$ cat src/rtl/sdhci_cmd_tx.sv
// SD host CMD-line transmitter: serializes a 48-bit command frame
// (start, dir, index, arg, CRC7, end) one bit per SD-clock strobe.
// Ports: clk_i/rst_i (sync, active-high), sd_clk_en_i bit strobe,
//   cmd_valid_i/cmd_ready_o with cmd_index_i/cmd_arg_i, abort_i,
//   sd_cmd_o/sd_cmd_en_o pad drive, busy_o, done_o (end-bit pulse).
// Option: define SDHCI_CMD_TX_NCC_EN to hold off NccCycles strobes
//   after the end bit before accepting the next command.
module sdhci_cmd_tx #(
  parameter int unsigned NccCycles = 8
) (
  input  logic        clk_i,
  input  logic        rst_i,
  input  logic        sd_clk_en_i,
  input  logic        cmd_valid_i,
  output logic        cmd_ready_o,
  input  logic [5:0]  cmd_index_i,
  input  logic [31:0] cmd_arg_i,
  input  logic        abort_i,
  output logic        sd_cmd_o,
  output logic        sd_cmd_en_o,
  output logic        busy_o,
  output logic        done_o
);

`ifdef SDHCI_CMD_TX_NCC_EN
  localparam bit NccOn = 1'b1;
`else
  localparam bit NccOn = 1'b0;
`endif

  // Zero when the feature is off, so the NCC state is never entered.
  localparam int unsigned NccEff = NccOn ? NccCycles : 0;
  localparam logic [7:0] NccLast = 8'(NccEff - 1);

  typedef enum logic [1:0] {
    IDLE,
    LOAD,
    SHIFT,
    NCC
  } state_t;

  state_t      state;
  state_t      state_nxt;
  logic [39:0] shreg;
  logic [6:0]  crc;
  logic [5:0]  cnt;
  logic [7:0]  ncc_cnt;
  logic        hs;

  function automatic logic [6:0] crc7_step(
    input logic [6:0] c,
    input logic       b
  );
    logic fb;
    fb = b ^ c[6];
    return {c[5:0], 1'b0} ^ (fb ? 7'h09 : 7'h00);
  endfunction

  assign hs = cmd_valid_i & cmd_ready_o;

  always_ff @(posedge clk_i) begin
    if (rst_i) begin
      state <= IDLE;
    end else begin
      state <= state_nxt;
    end
  end

  always_comb begin
    state_nxt = state;
    unique case (state)
      IDLE: begin
        if (hs) state_nxt = LOAD;
      end
      LOAD: begin
        if (abort_i) begin
          state_nxt = IDLE;
        end else if (sd_clk_en_i) begin
          state_nxt = SHIFT;
        end
      end
      SHIFT: begin
        if (abort_i) begin
          state_nxt = IDLE;
        end else if (sd_clk_en_i && cnt == 6'd0) begin
          state_nxt = (NccEff != 0) ? NCC : IDLE;
        end
      end
      NCC: begin
        if (abort_i) begin
          state_nxt = IDLE;
        end else if (sd_clk_en_i && ncc_cnt == NccLast) begin
          state_nxt = IDLE;
        end
      end
      default: state_nxt = IDLE;
    endcase
  end

  // Ready is held low during the done cycle so a new command
  // can only start the clk after the end bit completes.
  always_comb begin
    cmd_ready_o = (state == IDLE) && !done_o;
    busy_o      = (state == SHIFT) || (state == NCC);
  end

  always_ff @(posedge clk_i) begin
    if (rst_i) begin
      shreg       <= '0;
      crc         <= '0;
      cnt         <= '0;
      ncc_cnt     <= '0;
      sd_cmd_o    <= 1'b1;
      sd_cmd_en_o <= 1'b0;
      done_o      <= 1'b0;
    end else begin
      done_o <= 1'b0;
      if (state != IDLE && abort_i) begin
        sd_cmd_o    <= 1'b1;
        sd_cmd_en_o <= 1'b0;
      end else begin
        unique case (state)
          IDLE: begin
            if (hs) begin
              shreg <= {2'b01, cmd_index_i, cmd_arg_i};
              crc   <= '0;
              cnt   <= '0;
            end
          end
          LOAD: begin
            if (sd_clk_en_i) begin
              sd_cmd_o    <= shreg[39];
              sd_cmd_en_o <= 1'b1;
              crc         <= crc7_step(crc, shreg[39]);
              shreg       <= {shreg[38:0], 1'b0};
              cnt         <= 6'd47;
            end
          end
          SHIFT: begin
            if (sd_clk_en_i) begin
              if (cnt == 6'd0) begin
                sd_cmd_o    <= 1'b1;
                sd_cmd_en_o <= 1'b0;
                done_o      <= 1'b1;
                ncc_cnt     <= '0;
              end else begin
                cnt <= cnt - 6'd1;
                // cnt is the index of the bit on the line now;
                // the strobe moves to bit cnt-1.
                if (cnt > 6'd8) begin
                  sd_cmd_o <= shreg[39];
                  crc      <= crc7_step(crc, shreg[39]);
                  shreg    <= {shreg[38:0], 1'b0};
                end else if (cnt > 6'd1) begin
                  sd_cmd_o <= crc[6];
                  crc      <= {crc[5:0], 1'b0};
                end else begin
                  sd_cmd_o <= 1'b1;
                end
              end
            end
          end
          NCC: begin
            if (sd_clk_en_i) ncc_cnt <= ncc_cnt + 8'd1;
          end
          default: ;
        endcase
      end
    end
  end

endmodule

$ cat config.mk
export PLATFORM = sky130hd
export DESIGN_NAME = sdhci_cmd_tx
export DESIGN_NICKNAME = d
export VERILOG_FILES = /design/src/rtl/sdhci_cmd_tx.sv
export SDC_FILE = /design/constraint.sdc
export NUM_CORES = 1
export LEC_CHECK = 0
export CORE_AREA = 2 2 77 98
export DETAILED_ROUTE_END_ITERATION = 8
export DIE_AREA = 0 0 79 100
export PLACE_DENSITY = 0.73
export SLEW_MARGIN = 20
export SYNTH_ARGS = -nofsm -noshare
export SYNTH_HDL_FRONTEND = slang
export SYNTH_SLANG_ARGS = --single-unit
$ cat constraint.sdc
create_clock -name clk_i -period 3.4 [get_ports clk_i]
set_input_delay 0.51 -clock clk_i [delete_from_list [all_inputs] [get_ports clk_i]]
set_output_delay 0.51 -clock clk_i [all_outputs]
set_load 0.02 [all_outputs]
==> impl_metrics.csv <==
group,metric,value,unit
synthesis,synth.most_common_cell,"dfxtp_1",
cts,path_clk_slew,0.08,ns
cts,hold_buffers,0,
placement,numPlacedInstances,490,
floorplanning,initial_core_util,48.24,%
timing,setup_viol,0,
cells_and_area,seq_area,1321,sq um
worst_setup_path,max_stage_delay,0.54,ns
cts,numCtsBuffers,9,
synthesis,yosys_warnings,0,
worst_setup_path,criticalPathCategory,"flip-flop to output port",
synthesis,yosys.area.top_type,"dfxtp_1",
cells_and_area,multi_input_area,1947,sq um
route,drc,0,
global_routing,track_usage,19.14,%
route,routed.top_layer,"met4",
floorplanning,rows,35,
timing,tightest_slew,0.6507,ns
cells_and_area,area_growth,21.54,%
synthesis,synth.area.top_cells,"dfxtp_1, a211oi_2, mux2i_1, nor2_1, a21oi_1",
worst_setup_path,worstPathCellList,"inv_1, ha_1, or2_2, clkdlybuf4s50_1",
worst_setup_path,critPathBufInv,2,
cts,clkSinkCount,66,
job,maxCapViolations,0,
placement,place.gp.congestion,0.7801,
synthesis,yosys_register_bits,66,
run_status,status,"completed",
timing,rsz0062_at_grt,"false",
cells_and_area,drive_above_1_share,16.18,%
global_routing,antenna_found_initial,0,
worst_setup_path,cp_max_fo,17,
floorplanning,core-area,7094,sq um
worst_setup_path,critPathRequiredTime,2.89,ns
floorplanning,die-area,7900,sq um
route,vias,2812,
synthesis,synth_edf_count,0,
worst_setup_path,start_kind,"flip-flop",
cts,cts.repair.resized,0,
synthesis,syn_inst,371,
timing,hold_viol,0,
global_routing,grt_pass1_vias,2719,
route,vias_per_cell,5.557,
worst_setup_path,cp_top_family,"buffers and inverters",
synthesis,post_synth_fa_ha_maj_area_fraction,2.559,%
timing,setup_ws,0.7183,ns
synthesis,synthArstFlopShare,0,%
global_routing,grt_pass1_wl,12.14,mm
synthesis,synth_top_flop_cell,"dfxtp_1",
min_path,worstHoldPathType,"flip-flop to flip-flop",
synthesis,synthSimpleGateAreaFrac,17.70,%
timing,maxSlewViolCount,0,
floorplanning,dieHeight,100,um
route,wl_per_cell,13.87,um
route,drt_pass1_iterations,4,
cts,insertion_delay,0.34,ns
timing,relSlewSlack,56.62,%
cells_and_area,final_cell_area,4159,sq um
route,wl_met2,3.625,mm
cells_and_area,antenna_cells,0,
synthesis,syn-num-nets,421,
synthesis,netlist_area,3422,sq um
worst_setup_path,cp_data_arrival_time,2.17,ns
timing,timing.clock.skew,0.01319,ns
route,wirelength,7.016,mm
timing,fmax,372.9,MHz
synthesis,seq_area_frac_synth,38.61,%
power,ir_drop,0.0003939,V
global_routing,grt-ovfl-total,0,
route,drt_iter0_drc,162,
cells_and_area,num-fill-cells,688,
timing,finalCritPeriodShare,78.87,%
cts,root_buffer,"clkbuf_8",
synthesis,synth_top_cell_area_share,38.61,%
timing,fin_crit,2.682,ns
cts,cts_tree,"built",
cts,cts_buffer_depth,2,
floorplanning,ios,48,
floorplanning,die_x,79,um
global_routing,grt_max_degree,81,
synthesis,synth_top_family_by_area,"compound AO/OA/AOI/OAI gates",
synthesis,ys_types,50,
synthesis,netlist_top_cells_count,"dfxtp_1, nor2_1, mux2i_1",
synthesis,synthXorXnorAreaFrac,0.5119,%
worst_setup_path,end_kind,"output port",
cts,postCtsSetupBuffers,0,
cts,cts-htree-levels,3,
power,leakage,1.501,nW
placement,pre_cts_slack,0.6142,ns
synthesis,synth_area_per_cell,9.224,sq um
timing,fin_tns_setup,0,ns
placement,placed_area,3933,sq um
route,ant_nets,0,
placement,dp.final_hpwl,4.784,mm
synthesis,synth_compound_area_share,24.90,%
power,cellPowerDensity,707.0,nW/um^2
cells_and_area,final_cells,506,
cells_and_area,final_nets,459,
worst_setup_path,slowest_stage,"clkdlybuf4s50_1",
route,route.met3.wl,268,um
synthesis,muxShareOfSynthArea,10.82,%
route,wl_met1,3.029,mm
placement,port_buffers,47,
==> cell usage in the layout, fill, tap and decap left out, drive strengths merged, types with 10 or more instances in the layout <==
master and instances:
inv 10, mux2i 37, nor2 48, a211oi 37, clkbuf 10, dfxtp 66
clkdlybuf4s50 46, nand2 22, a21oi 27, nand3 17
==> registers in the layout, summed over array words and instances, names as in the netlist <==
signal	count
done_o	1
ncc_cnt	8
shreg	40
cnt	6
sd_cmd_en_o	1
state	2
crc	7
sd_cmd_o	1
==> cells by family (layout without fill, tap and decap cells) <==
logic type	count (synthesis)	in the layout
simple gates	127	127
xor+xnor	2	2
mux	37	37
flops	66	66
fa+ha+maj	7	7
compound gates	98	98
buf+inv	34	77
==> through the flow <==
step                utilization [%]  power (mW)  hold WS [ns]
floorplan                         -       2.008        0.4321
finish                        58.62       2.940        0.4656
global placement              55.43       2.179        0.4398
CTS                           58.62       2.971        0.4637
detailed placement            55.43       2.218        0.4523
global route                  58.62       3.144        0.4960
==> final timing paths <==
kind	startpoint	to	slack, ns	depth (start not counted)
setup / recovery	state[0]	busy_o	0.72	4
hold / removal	crc[4]	crc[4]	0.47	2
setup reg to reg	state[0]	shreg[11]	0.74	8
hold reg to reg	crc[4]	crc[4]	0.47	2
==> tightest hold or removal path: stages (launching register included) <==
cell and delay (ns):
dfxtp_1 0.32, nand2_1 0.05, a21oi_1 0.05
==> power breakdown <==
part / switching, mW / internal [mW] / total [mW]
sequential: 0.104 / 0.951 / 1.06
combinational: 0.644 / 0.498 / 1.14
clock: 0.309 / 0.434 / 0.743
==> cell type report <==
type                    instances  area share, %
inverters                       9         0.8123
clock inverters                 6          2.136
well taps                      92          2.768
clock buffers                  10          3.309
repair buffers                 52          12.39
flip-flops and latches         66          31.77
multi-input cells             271          46.81
==> metal layers <==
layer / vias to the layer above / GRT usage [%]
li1: 1419 / -
met1: 1329 / 21.92
met2: 56 / 34.49
met3: 8 / 4.496
met4: 0 / 6.764
met5: - / 0
Power figures use the tool's default switching activity.
